===== src/rtl/blake2s_digest_rx.sv =====
// -----------------------------------------------------------------------------
// blake2s_digest_rx
//
// Captures the digest that the BLAKE2s core streams out after it finishes.
// The core sends one byte per cycle. This block packs the bytes little-endian
// into a 256-bit word, then holds that word for a valid/ready handshake.
// It can also compare the digest against an expected value for
// known-answer self-test. Only the first nn_q bytes take part in the compare.
//
// Ports
//   clk            system clock, rising edge
//   nreset         asynchronous active-low reset
//   nn_i           requested digest length in bytes (0 or >NN_MAX means NN_MAX)
//   finished_i     core completion flag; its rising edge starts a capture
//   h_i            digest byte stream from the core
//   digest_ready_i downstream accepts the held digest
//   expect_en_i    enable the known-answer compare
//   expect_i       expected digest, little-endian bytes
//   digest_o       captured digest, byte k in bits [8k+7:8k], unused bytes 0
//   digest_len_o   number of valid bytes in digest_o
//   digest_v_o     digest valid (held until accepted)
//   match_o        masked compare result, only meaningful while valid
//   busy_o         capture in progress
//   overrun_o      sticky flag: a completion arrived that could not be taken
// -----------------------------------------------------------------------------
module blake2s_digest_rx #(
   parameter int NN_MAX = 32,
   parameter int CW     = 6
) (
   input  logic                  clk,
   input  logic                  nreset,
   input  logic [7:0]            nn_i,
   input  logic                  finished_i,
   input  logic [7:0]            h_i,
   input  logic                  digest_ready_i,
   input  logic                  expect_en_i,
   input  logic [8*NN_MAX-1:0]   expect_i,
   output logic [8*NN_MAX-1:0]   digest_o,
   output logic [CW-1:0]         digest_len_o,
   output logic                  digest_v_o,
   output logic                  match_o,
   output logic                  busy_o,
   output logic                  overrun_o
);

   typedef enum logic [1:0] {IDLE, CAPT, HOLD} state_t;

   localparam logic [7:0]    NN_MAX_B = 8'(NN_MAX);
   localparam logic [CW-1:0] NN_MAX_C = CW'(NN_MAX);

   state_t              state_q;
   state_t              state_d;
   state_t              first_state;
   logic                finished_q;
   logic [CW-1:0]       count_q;
   logic [CW-1:0]       nn_q;
   logic [CW-1:0]       nn_eff;
   logic [8*NN_MAX-1:0] digest_q;
   logic                overrun_q;
   logic                start;
   logic                transfer;
   logic                load;
   logic                lost;
   logic                mismatch;

   // Only the rising edge of finished_i starts a capture. A completion flag
   // that stays high must not retrigger.
   assign start    = finished_i & ~finished_q;
   assign transfer = (state_q == HOLD) & digest_ready_i;

   // A start is taken from IDLE. It is also taken from HOLD when the held
   // digest leaves in that same cycle, so the slot frees up just in time.
   // Any other start has nowhere to go and counts as an overrun.
   assign load = start & ((state_q == IDLE) | transfer);
   assign lost = start & ((state_q == CAPT) | ((state_q == HOLD) & ~digest_ready_i));

   // Length 0 means "default", and lengths above the maximum are clamped.
   assign nn_eff      = ((nn_i == 8'd0) || (nn_i > NN_MAX_B)) ? NN_MAX_C : nn_i[CW-1:0];
   assign first_state = (nn_eff == CW'(1)) ? HOLD : CAPT;

   // State register
   always_ff @(posedge clk or negedge nreset) begin
      if (!nreset) begin
         state_q <= IDLE;
      end else begin
         state_q <= state_d;
      end
   end

   // Next-state logic. Bytes arrive back to back, so CAPT leaves in the
   // same cycle it writes the last byte.
   always_comb begin
      state_d = state_q;
      unique case (state_q)
         IDLE: begin
            if (load) begin
               state_d = first_state;
            end
         end
         CAPT: begin
            if ((count_q + CW'(1)) == nn_q) begin
               state_d = HOLD;
            end
         end
         HOLD: begin
            if (transfer) begin
               state_d = load ? first_state : IDLE;
            end
         end
         default: state_d = IDLE;
      endcase
   end

   // Output decode. The compare ignores bytes beyond the captured length.
   always_comb begin
      busy_o     = (state_q == CAPT);
      digest_v_o = (state_q == HOLD);
      mismatch   = 1'b0;
      for (int i = 0; i < NN_MAX; i++) begin
         if ((CW'(i) < nn_q) && (digest_q[8*i +: 8] != expect_i[8*i +: 8])) begin
            mismatch = 1'b1;
         end
      end
      match_o = (state_q == HOLD) & expect_en_i & ~mismatch;
   end

   // Datapath. A new capture clears the whole word so that bytes past the
   // new length read as zero. After a transfer the word stays as it is
   // until the next start.
   always_ff @(posedge clk or negedge nreset) begin
      if (!nreset) begin
         finished_q <= 1'b0;
         count_q    <= '0;
         nn_q       <= '0;
         digest_q   <= '0;
         overrun_q  <= 1'b0;
      end else begin
         finished_q <= finished_i;
         if (load) begin
            digest_q <= {{(8*NN_MAX-8){1'b0}}, h_i};
            count_q  <= CW'(1);
            nn_q     <= nn_eff;
         end else if (state_q == CAPT) begin
            digest_q[8*int'(count_q) +: 8] <= h_i;
            count_q                        <= count_q + CW'(1);
         end
         if (lost) begin
            overrun_q <= 1'b1;
         end
      end
   end

   assign digest_o     = digest_q;
   assign digest_len_o = nn_q;
   assign overrun_o    = overrun_q;

endmodule


===== config.mk =====
export PLATFORM = sky130hd
export DESIGN_NAME = blake2s_digest_rx
export DESIGN_NICKNAME = d
export VERILOG_FILES = /design/src/rtl/blake2s_digest_rx.sv
export SDC_FILE = /design/constraint.sdc
export NUM_CORES = 1
export LEC_CHECK = 0
export BUFFER_PORTS_ARGS = -buffer_cell sky130_fd_sc_hd__buf_4
export CAP_MARGIN = 20
export CORE_AREA = 4 4 207 209
export CTS_CLUSTER_DIAMETER = 40
export DETAILED_ROUTE_END_ITERATION = 16
export DIE_AREA = 0 0 211 213
export PLACE_DENSITY_LB_ADDON = 0.08
export SYNTH_ARGS = -nofsm -noshare
export SYNTH_HDL_FRONTEND = slang
export SYNTH_SLANG_ARGS = --single-unit

===== constraint.sdc =====
create_clock -name clk -period 2.8 [get_ports clk]
set_input_delay 0.56 -clock clk [delete_from_list [all_inputs] [get_ports clk]]
set_output_delay 0.56 -clock clk [all_outputs]
set_load 0.02 [all_outputs]

; Word-level counts from Yosys, hierarchy flattened
; Index checks and enable logic that the tools add are counted.
[totals]
register_bits = 272
out_inout_bits = 266
input_bits = 277
wordCells = 175
[classes]
muxes = 44
n_reduce_logical = 37
n_shift = 2
n_eq_ne = 39
order_cmp = 33
add_sub_neg = 2
bitwise_logic = 12
[ops]
columns = cell, count
row1 = $mux 256, 2
row2 = $bwmux 256, 1
row3 = $ne 8x8->1, 32
row4 = $shift 8x33->256 const A, 1
row5 = $shiftx 8x33->256, 1
row6 = $lt 5x6->1 const A, 16
row7 = $lt 4x6->1 const A, 8
row8 = $neg 9->33, 1
row9 = $logic_and 1x1->1, 32
row10 = $mux 1, 32
row11 = $lt 3x6->1 const A, 4
row12 = $mux 6, 3
row13 = $lt 1x6->1 const A, 2
row14 = $lt 2x6->1 const A, 2
row15 = $mux 2, 5
row16 = $gt 8x6->1 const B, 1
row17 = $logic_not 8->1, 1
row18 = $and 1x1->1, 7
row19 = $add 6x1->6 const B, 1
row20 = $eq 6x1->1 const B, 1
row21 = $eq 6x6->1, 1
row22 = $pmux 2 s3, 1
row23 = $ne 2x1->1 const B, 2
row24 = $not 1->1, 3
row25 = other kinds (8), 9

; Logic depth before layout (Yosys ltp)
; Gate-level depths: netlist of run 1.
[logic_depth]
depth_word = 36
ltp_mapped = 13
mapped_depth_nobuf = 9

; Worst setup path after synthesis of run 1
; No wires, ideal clock.
[synth_path]
path_kind = input-to-output
from = in expect_i[211]
to = out match_o
t_required_ns = 2.240
path_stages = 7
t_arrival_ns = 2.402
setup_slack_ns = -0.162
path_cell_list = xor2_1 > nor4_1 > a21oi_1 > o32ai_1 > nand4_1 > nor4b_1 > nor4bb_1
[synth_via]
elab_chain_len = 10
[synth_lines]
columns = item, line
row1 = from (decl), 37  ; input logic [8*NN_MAX-1:0] expect_i,
row2 = $ne 8x8->1, 120  ; if ((CW'(i) < nn_q) && (digest_q[8*i +: 8] != expect_i[8*i +: 8])) begin
row3 = $logic_and 1x1->1, 120
row4 = $mux 1 (6 in series), 120
row5 = $not 1->1, 124  ; match_o = (state_q == HOLD) & expect_en_i & ~mismatch;
row6 = $and 1x1->1, 124
row7 = to (decl), 41  ; output logic match_o,
; No other way between the ends.

; Final worst setup path of run 1
[layout_path]
from = reg digest_q[142], in the netlist digest_o[142]
to = out match_o
[layout_via]
elab_chain_len = 19
[layout_lines]
columns = item, line
row1 = from (decl), 58  ; logic [8*NN_MAX-1:0] digest_q;
row2 = from (signal assigned), 140  ; digest_q <= {{(8*NN_MAX-8){1'b0}}, h_i};
row3 = "from (signal, indexed assignment)", 144  ; digest_q[8*int'(count_q) +: 8] <= h_i;
row4 = $ne 8x8->1, 120
row5 = $logic_and 1x1->1, 120
row6 = $mux 1 (15 in series), 120
row7 = $not 1->1, 124
row8 = $and 1x1->1, 124
; No other way between the ends.

==> results of run 1 <==
-- final cells by class --
| type | instances | area (um2) | share of cell area [%] |
|---|---|---|---|
| multi-input cells | 1208 | 7180 | 33.3 |
| clock buffers | 57 | 1280 | 5.95 |
| diodes | 3 | 7.51 | 0.0348 |
| inverters | 19 | 71.3 | 0.331 |
| clock inverters | 25 | 354 | 1.64 |
| repair buffers | 683 | 5200 | 24.1 |
| well taps | 532 | 666 | 3.09 |
| flip-flops and latches | 272 | 6810 | 31.6 |
-- cells in the mapped netlist, types with 7 or more instances --
master / n / area [um2]
a31oi_1: 7 / 43.8
inv_1: 19 / 71.3
a21oi_1: 13 / 65.1
nand4_1: 40 / 250
dfrtp_1: 272 / 6810
xnor2_1: 148 / 1300
nand3_1: 42 / 210
nand2b_1: 9 / 56.3
nor2_1: 42 / 158
nor4_1: 39 / 244
nand2_1: 407 / 1530
a22o_1: 28 / 245
clkbuf_1: 56 / 210
nor3_1: 10 / 50.1
o21ai_1: 22 / 110
mux2_2: 8 / 90.1
o21ai_0: 219 / 1100
xor2_1: 121 / 1060
buf_2: 32 / 160
-- stage by stage --
stage	utilization [%]	hold slack (ps)	power [W]	setup slack, ps
2_1_floorplan	-	264	0.0108	28.5
3_3_place_gp	48.1	456	0.0152	-764
3_5_place_dp	48.1	455	0.0153	-793
4_1_cts	52.5	38.4	0.0215	-635
5_1_grt	52.8	51.7	0.0225	-690
6_report	52.8	27.0	0.0213	-600
-- routing by layer --
layer / global-route usage (%) / vias up / wire, um
met5: 0 / - / 16
met4: 8.23 / 2 / 1760
li1: - / 6641 / -
met3: 5.02 / 100 / 3740
met2: 42.3 / 498 / 28700
met1: 33.2 / 6606 / 24900
-- path summary, 6_finish.rpt --
| path | end | slack [ps] | cells past startpoint | start |
|---|---|---|---|---|
| max | match_o | -600 | 9 | digest_o[142] |
| min | digest_o[137] | 30 | 1 | nreset |
| max reg2reg | digest_o[208] | 100 | 8 | count_q[0] |
| min reg2reg | overrun_o | 460 | 1 | overrun_o |
| max in group asynchronous | digest_o[161] | 2000 | 2 | nreset |
| min in group clk | finished_q | 140 | 1 | finished_i |
-- report_power, final --
part	switching (W)	leakage [nW]	internal, W
clock	0.00203	0.788	0.00392
combinational	0.00494	5.66	0.00381
sequential	0.00147	3.71	0.00516
-- registers in the layout, summed over array words and instances, names as in the netlist --
signal        cells
finished_q        1
overrun_o         1
digest_len_o      6
digest_o        256
count_q           6
state_q           2
-- cell families after synthesis --
logic type / synth area share, %
buf+inv: 3.26
flops: 47.9
mux: 0.634
fa+ha+maj: 0.264
simple gates: 19.1
compound gates: 12.3
xor+xnor: 16.6
-- worst max-delay path, cell delays in order (launching register included) --
cell and delay (ps):
dfrtp_1 420, xor2_1 180, nor4_2 460, buf_4 190
a21oi_2 60, nor3_4 230, o21a_1 170, a31o_2 140
nor4bb_2 260, buf_4 200
-- repair_timing --
action,in CTS,in global routing
setup buffers,6,2
resized for setup,22,21
endpoints found under the setup margin,1,29
pin swaps,14,17
==> out/qor.yml, run 1 <==
run_status:
  outcome: "finished, violations left"
  violations: "negative setup slack"
drt:
  drt_iter0_markers: 645
  wl_per_cell_um: 21.1
  first_pass_iters: 4
  route.detailed.drc: 0
  ant_nets: 0
  routed_via_density: 4.95
  vias: 13800
  wl_um: 59100
setup_path:
  start_kind: "flip-flop"
  worst-endpoint-arrival_ps: 2840
  critPathMaxFanout: 3
  worst_ep_required_time_ps: 2240
  end_kind: "output pin"
  worstSetupPathType: "reg -> out"
pwr:
  total_leakage_power_nw: 10.2
  max-vdd-ir-drop_mv: 0.464
  power_density_mw_per_mm2: 989
cts:
  clk-insertion-delay-late_ps: 540
  cts_buffers: 45
  cts_buffer_depth: 3
  clkSinkCount: 272
  ctsHoldBuffers: 0
  h-tree-depth: 2
  cts_tree: "done"
  clkTransAtPathRegs_ps: 50
  cts-root-buf: "clkbuf_16"
cells_and_area:
  nNetsFinal: 2509
  fin_area_mm2: 0.0216
  syn_to_final_growth_pct: 51.7
  fillerInstances: 3829
  layout_common_cells: "buf_4, nand2_1, dfrtp_1"
  final_common_cell: "buf_4"
  layout.cells.non_filler: 2799
  drive_gt1_share_pct: 36.0
timing:
  period_needed_ps: 3400
  finalHoldViolations: 0
  tightestPinTransition_ps: 955
  worst_slack_ps: -600
  finClkSkew_ps: 20.1
  relSlewSlack_pct: 36.0
  max_freq_mhz: 294
  rsz0062_at_grt: "yes"
  fin_crit_sh_pct: 121
  finalSetupViolCount: 1
  slew_violations: 0
  finalSetupTns_ps: -600
synth:
  synth-seq-cells: 272
  ys_async_sr_fraction_pct: 100
  synth_cells: 1591
  syn-cell-area_mm2: 0.0142
  ys.flop_type: "dfrtp_1"
  synth_edf_count: 0
  synth_cell_types: 53
  synth_seq_area_share_pct: 47.9
  syn_avg_cell_area_um2: 8.94
  syn_nets: 1871
  synth_warnings: 0
global_route:
  grt_first_pass_wirelength_um: 87400
  overflow: 0
  grt_util_all_layers_pct: 25.3
  grt_pass1_vias: 14100
  antenna_found_initial: 4
  grt_max_degree: 92
floorplanning:
  die_area_mm2: 0.0449
  ios: 543
  core-area_mm2: 0.0408
  die_w_um: 211
  fp-row-count: 74
  fp.dieH_um: 213
  start_util_pct: 34.8
placed_design:
  io_buffer_count: 542
  placed_area_mm2: 0.0196
  dpl.hpwl_um: 44700
  gp_congestion: 0.862
  dp_cells: 2707
job:
  maxCapViolations: 0
hold_path:
  min_path_type: "in -> async"
(Power assumes the default switching activity.)
==> inputs of run 2 (changes only) <==
- CORE_AREA: 4 4 207 209 -> 4 4 212 214
- DIE_AREA: 0 0 211 213 -> 0 0 216 218
- clock period: 2.8 -> 3 ns (I/O delays scaled with it)
==> run 2 against run 1 <==
- sequential share of layout area up 0.60 points
- sequential power down 6.6%
- hold slack worse by 23 ps
- non-clock buffer count down 39
- register-to-register slack better by 130 ps
- critical path depth up 1
- first-iteration DRC count up 1.4%
- setup slack better by 140 ps
- via count down 0.34%
- the run still ends with negative setup slack left
- sequential cell count unchanged
==> out/qor.yml, run 2 (synthesis gave the netlist of run 1 again) <==
run_status:
  outcome: "finished, violations left"  # unchanged
  violations: "negative setup slack"  # unchanged
cts:
  cts-root-buf: "clkbuf_16"  # unchanged
  h-tree-depth: 2  # unchanged
  cts_buffers: 44  # was 45
  clk-insertion-delay-late_ps: 570  # was 540 ps
  cts_tree: "done"  # unchanged
  cts_buffer_depth: 3  # unchanged
  clkSinkCount: 272  # unchanged
  clkTransAtPathRegs_ps: 50  # about the same
setup_path:
  critPathMaxFanout: 3  # unchanged
  start_kind: "flip-flop"  # unchanged
  critPathLaunch: "digest_o[241]"  # was digest_o[142]
  rr_startpoint: "count_q[0]"  # unchanged
  worst-endpoint-arrival_ps: 2860  # was 2840 ps
  worst_ep_required_time_ps: 2400  # was 2240 ps
  end_kind: "output pin"  # unchanged
  worst-r2r-cell-count: 8  # unchanged
  worstSetupPathType: "reg -> out"  # unchanged
timing:
  relSlewSlack_pct: 38.2  # was 36.0%
  worst_slack_ps: -463  # was -600 ps
  fin_crit_sh_pct: 115
  period_needed_ps: 3460
  slew_violations: 0  # unchanged
  fin_hold_ws_ps: 3.59  # was 27.0 ps
  finalSetupTns_ps: -463  # was -600 ps
  tightestPinTransition_ps: 922  # was 955 ps
  rsz0062_at_grt: "yes"  # unchanged
  finalSetupViolCount: 1  # unchanged
  max_freq_mhz: 289
  finClkSkew_ps: 36.3  # was 20.1 ps
  finalHoldViolations: 0  # unchanged
drt:
  wl_per_cell_um: 21.1  # about the same
  first_pass_iters: 5  # was 4
  wl_um: 59200  # was 59100 um
  drt_iter0_markers: 654  # was 645
  ant_nets: 0  # unchanged
  route.detailed.drc: 0  # unchanged
  vias: 13800  # about the same
  routed_via_density: 4.91  # was 4.95
pwr:
  p_seq_share_pct: 32.3  # was 31.1%
  internal_power_w: 0.0114  # was 0.0129 W
  power_density_mw_per_mm2: 905  # was 989 mW/mm2
  swShare_pct: 40.3  # was 39.6%
  max-vdd-ir-drop_mv: 0.427  # was 0.464 mV
  p_clk_share_pct: 27.4  # was 27.9%
  netSwitchingPower_w: 0.00773  # was 0.00844 W
  combPwrFrac_pct: 40.4  # was 41.0%
  total_leakage_power_nw: 9.90  # was 10.2 nW
global_route:
  antenna_found_initial: 3  # was 4
  overflow: 0  # unchanged
  grt_max_degree: 76  # was 92
  grt_pass1_vias: 14100  # about the same
  grt_util_all_layers_pct: 24.4  # was 25.3%
  grt_first_pass_wirelength_um: 89000  # was 87400 um
job:
  maxCapViolations: 0  # unchanged
floorplanning:
  fp.dieH_um: 218  # was 213 um
  core-area_mm2: 0.0429  # was 0.0408 mm2
  start_util_pct: 33.2  # was 34.8%
  fp-row-count: 76  # was 74
  die_w_um: 216  # was 211 um
  die_area_mm2: 0.0471  # was 0.0449 mm2
  ios: 543  # unchanged
placed_design:
  placed_area_mm2: 0.0194  # was 0.0196 mm2
  place_ws_ps: -530  # was -793 ps
  io_buffer_count: 542  # unchanged
  dpl.hpwl_um: 43900  # was 44700 um
  gp_congestion: 0.881  # was 0.862
  dp_cells: 2720  # was 2707
hold_path:
  min_path_type: "in -> async"  # unchanged
cells_and_area:
  layout_common_cells: "buf_4, nand2_1, dfrtp_1"  # unchanged
  fin_area_mm2: 0.0212  # was 0.0216 mm2
  final_common_cell: "buf_4"  # unchanged
  syn_to_final_growth_pct: 48.9  # was 51.7%
  drive_gt1_share_pct: 34.5  # was 36.0%
  largest_reg_flops: 256  # unchanged
  fillerInstances: 4143  # was 3829
  layout.cells.non_filler: 2811  # was 2799
  nNetsFinal: 2469  # was 2509
==> run 2: changes by cell type in the layout (fill, tap and decap cells not counted), moves of 4 or more <==
| cell | delta |
|---|---|
| clkinv_2 | +5 |
| xnor2_1 | +4 |
| clkinvlp_4 | -5 |
| buf_4 | -39 |
| clkinv_4 | +4 |
| xnor2_2 | -4 |
==> run 2: path summary, 6_finish.rpt <==
| path | end | slack (ps) |
|---|---|---|
| max in group asynchronous | digest_o[27] | 2060 |
| worst max register to register | digest_o[211] | 230 |
| worst min-delay path | digest_o[142] | 4 |
| worst min register to register | overrun_o | 480 |
| worst max-delay path | match_o | -460 |
| min in group clk | finished_q | 160 |
==> run 2: what timing repair did <==
action	in CTS	in global routing
hold buffers	0	0
setup buffers	6	2
endpoints found under the setup margin	1	14
resized for setup	21	15
pin swaps	10	14
==> run 2: cell type report <==
| type | count | area, um2 | area share, % |
|---|---|---|---|
| diodes | 3 | 7.51 | 0.0355 |
| clock buffers | 53 | 1220 | 5.74 |
| clock inverters | 27 | 314 | 1.48 |
| inverters | 19 | 71.3 | 0.337 |
| multi-input cells | 1208 | 7120 | 33.6 |
| flip-flops and latches | 272 | 6810 | 32.2 |
| well taps | 585 | 732 | 3.46 |
| repair buffers | 644 | 4900 | 23.2 |
==> run 2: stage by stage <==
step	total power (W)	util, %
global route	0.0203	49.4
CTS	0.0194	49.2
global placement	0.0139	45.3
detailed placement	0.0140	45.3
finish	0.0192	49.4
floorplan	0.0100	-
==> run 2: power groups by stage <==
stage	logic, W	registers [W]	clock network [W]
final	0.00773	0.00619	0.00524
after floorplan	0.00294	0.00709	0
after CTS	0.00780	0.00620	0.00536
after global routing	0.00840	0.00636	0.00554
after global placement	0.00766	0.00622	0
after detailed placement	0.00773	0.00623	0
==> run 2: critical path, cell delays in order, from the launching register on <==
cell and delay [ps]:
dfrtp_1 420, xor2_1 160, nor4_2 410, buf_4 190, buf_4 90, a21oi_1 70
o31a_1 250, o21ai_1 110, o21ai_1 110, nor4bb_2 290, buf_4 200
==> run 2: per-layer routing <==
layer / GRT usage, % / vias to the layer above / wire (um)
met4: 6.78 / 0 / 1320
met1: 32.5 / 6709 / 25700
met3: 3.73 / 69 / 2940
li1: - / 6565 / -
met2: 41.7 / 457 / 29300
met5: 0 / - / 0
==> inputs of run 3 (changes only) <==
- RECOVER_POWER: unset -> 25
==> run 3 against run 2 <==
- the run ends with max-capacitance violations, max-slew violations, negative setup slack left
- non-clock buffer count is the same
- sequential cell count is the same
- wire length is essentially flat
- global-route usage is the same
- first-iteration DRC count shrank 2.0%
- die area is the same
- combinational power is essentially flat
- count of clock-buffer cells in the layout is the same
- clock skew shrank 2.3 ps
- hold slack gained 190 ps
- maximum frequency shrank 0.11%
- core utilization shrank 0.15 points
- largest power group unchanged
- highest routed layer unchanged
==> out/qor.yml, run 3 (synthesis gave the netlist of run 1 again) <==
cts:
  clkTransAtPathRegs_ps: 50  # about the same
  cts_tree: "done"  # unchanged
  clk-insertion-delay-late_ps: 570  # about the same
  cts-root-buf: "clkbuf_16"  # unchanged
  h-tree-depth: 2  # unchanged
  clkSinkCount: 272  # unchanged
  cts_buffer_depth: 3  # unchanged
  cts_buffers: 44  # unchanged
pwr:
  p_clk_share_pct: 27.4  # about the same
  combPwrFrac_pct: 40.3  # was 40.4%
  max-vdd-ir-drop_mv: 0.428  # was 0.427 mV
  p_seq_share_pct: 32.3  # about the same
  swShare_pct: 40.4  # was 40.3%
  total_leakage_power_nw: 9.87  # was 9.90 nW
  power_density_mw_per_mm2: 908  # was 905 mW/mm2
  netSwitchingPower_w: 0.00774  # was 0.00773 W
  internal_power_w: 0.0114  # about the same
cells_and_area:
  largest_reg_flops: 256  # unchanged
  multi_input_area_mm2: 0.00712  # unchanged
  fillerInstances: 4150  # was 4143
  layout.cells.non_filler: 2811  # unchanged
  layout_common_cells: "buf_4, nand2_1, dfrtp_1"  # unchanged
  syn_to_final_growth_pct: 48.5  # was 48.9%
  nNetsFinal: 2469  # unchanged
  utilization_pct: 49.2  # was 49.4%
  final_common_cell: "buf_4"  # unchanged
  drive_gt1_share_pct: 34.5  # about the same
  final-seq-area_mm2: 0.00681  # unchanged
drt:
  wl_um: 59200  # about the same
  ant_nets: 0  # unchanged
  drt_iter0_markers: 641  # was 654
  route.detailed.drc: 0  # unchanged
  first_pass_iters: 5  # unchanged
  wl_per_cell_um: 21.1  # about the same
  routed_via_density: 4.91  # about the same
  vias: 13800  # about the same
setup_path:
  rr_startpoint: "count_q[0]"  # unchanged
  r2r_slack_ps: 240  # was 230 ps
  worst-endpoint-arrival_ps: 2870  # was 2860 ps
  start_kind: "flip-flop"  # unchanged
  end_kind: "output pin"  # unchanged
  critPathMaxFanout: 6  # was 3
  worst-r2r-cell-count: 8  # unchanged
  worst_ep_required_time_ps: 2400  # about the same
  reg2reg_to: "digest_o[211]"  # unchanged
  worstSetupPathType: "reg -> out"  # unchanged
floorplanning:
  fp-row-count: 76  # unchanged
  ios: 543  # unchanged
  start_util_pct: 33.2  # unchanged
  die_w_um: 216  # unchanged
  die_area_mm2: 0.0471  # unchanged
  core-area_mm2: 0.0429  # unchanged
  fp.dieH_um: 218  # unchanged
hold_path:
  min_path_type: "in -> reg"  # was in -> async
  hold_start: "finished_i"
  worstHoldEndpoint: "finished_q"
  hold_path_depth: 1
placed_design:
  place_ws_ps: -530  # unchanged
  io_buffer_count: 542  # unchanged
  dp_cells: 2720  # unchanged
  gp_congestion: 0.881  # unchanged
  dpl.hpwl_um: 43900  # unchanged
global_route:
  grt_util_all_layers_pct: 24.4  # unchanged
  antenna_found_initial: 3  # unchanged
  grt_first_pass_wirelength_um: 89000  # unchanged
  grt_max_degree: 76  # unchanged
  grt_pass1_vias: 14100  # unchanged
  overflow: 0  # unchanged
timing:
  finClkSkew_ps: 34.0  # was 36.3 ps
  period_needed_ps: 3470  # was 3460 ps
  finalSetupTns_ps: -467  # was -463 ps
  slew_violations: 65  # was 0
  relSlewSlack_pct: -16.9  # was 38.2%
  fin_crit_sh_pct: 116  # was 115%
  rsz0062_at_grt: "yes"  # unchanged
  finalSetupViolCount: 1  # unchanged
  max_freq_mhz: 288  # was 289 MHz
  finalHoldViolations: 0  # unchanged
  worst_slack_ps: -467  # was -463 ps
  tightestPinTransition_ps: 1750  # was 922 ps
run_status:
  violations: "max-capacitance violations, max-slew violations, negative setup slack"  # was negative setup slack
  outcome: "finished, violations left"  # unchanged
job:
  maxCapViolations: 1  # was 0
[run 3: changes by cell type in the layout (fill, tap and decap cells not counted), sizes merged]
cell / change
buf: -5
clkbuf: +5
[run 3: final cells by class]
| cell class | instances | area share, % |
|---|---|---|
| multi-input cells | 1208 | 33.7 |
| flip-flops and latches | 272 | 32.3 |
| repair buffers | 644 | 22.9 |
| clock buffers | 53 | 5.76 |
| well taps | 585 | 3.47 |
| clock inverters | 27 | 1.49 |
| inverters | 19 | 0.338 |
| diodes | 3 | 0.0356 |
[run 3: power by group through the flow]
stage	Clock [W]	Combinational [W]	Sequential (W)
after floorplan	0	0.00294	0.00709
after global placement	0	0.00766	0.00622
after detailed placement	0	0.00773	0.00623
after CTS	0.00536	0.00780	0.00620
after global routing	0.00554	0.00839	0.00636
final	0.00525	0.00773	0.00619
[run 3: stage by stage]
stage | hold WS (ps) | cell area, um2 | total power [W]
2_1_floorplan | 304 | 14200 | 0.0100
3_3_place_gp | 456 | 19400 | 0.0139
3_5_place_dp | 462 | 19400 | 0.0140
4_1_cts | 3.97 | 21100 | 0.0194
5_1_grt | 168 | 21100 | 0.0203
6_report | 189 | 21100 | 0.0192
[run 3: layer usage]
| metal | global-route usage, % | wire, um | vias to the layer above |
|---|---|---|---|
| met1 | 32.5 | 25700 | 6713 |
| met4 | 6.78 | 1320 | 0 |
| met3 | 3.73 | 2860 | 71 |
| met2 | 41.7 | 29300 | 446 |
| li1 | - | - | 6563 |
| met5 | 0 | 0 | - |
[run 3: worst max-delay path by stage]
stage | start | endpoint | slack [ps] | cells after the start
floorplan | expect_i[211] | match_o | 150 | 7
finish | digest_len_o[1] | match_o | -470 | 10
global placement | expect_i[247] | match_o | -520 | 10
CTS | digest_o[65] | match_o | -530 | 9
global route | digest_o[71] | match_o | -590 | 9
detailed placement | expect_i[247] | match_o | -530 | 10
[run 3: timing repair]
| item | CTS | global route |
|---|---|---|
| buffers inserted | 6 | 2 |
| hold buffers | 0 | 0 |
| pin swaps | 10 | 14 |
| endpoints found under the setup margin | 1 | 14 |
| endpoints found under the hold margin | 0 | 0 |
| resized for setup | 21 | 15 |
[run 3: worst max-delay path, stage by stage (launching register included)]
cell and delay [ps]:
dfrtp_2 480, nand2_1 180, nand2_2 130, buf_4 180
o21ai_0 150, buf_4 170, nand3_1 110, nor4_2 310
nor3_2 110, nor4bb_2 270, buf_4 210
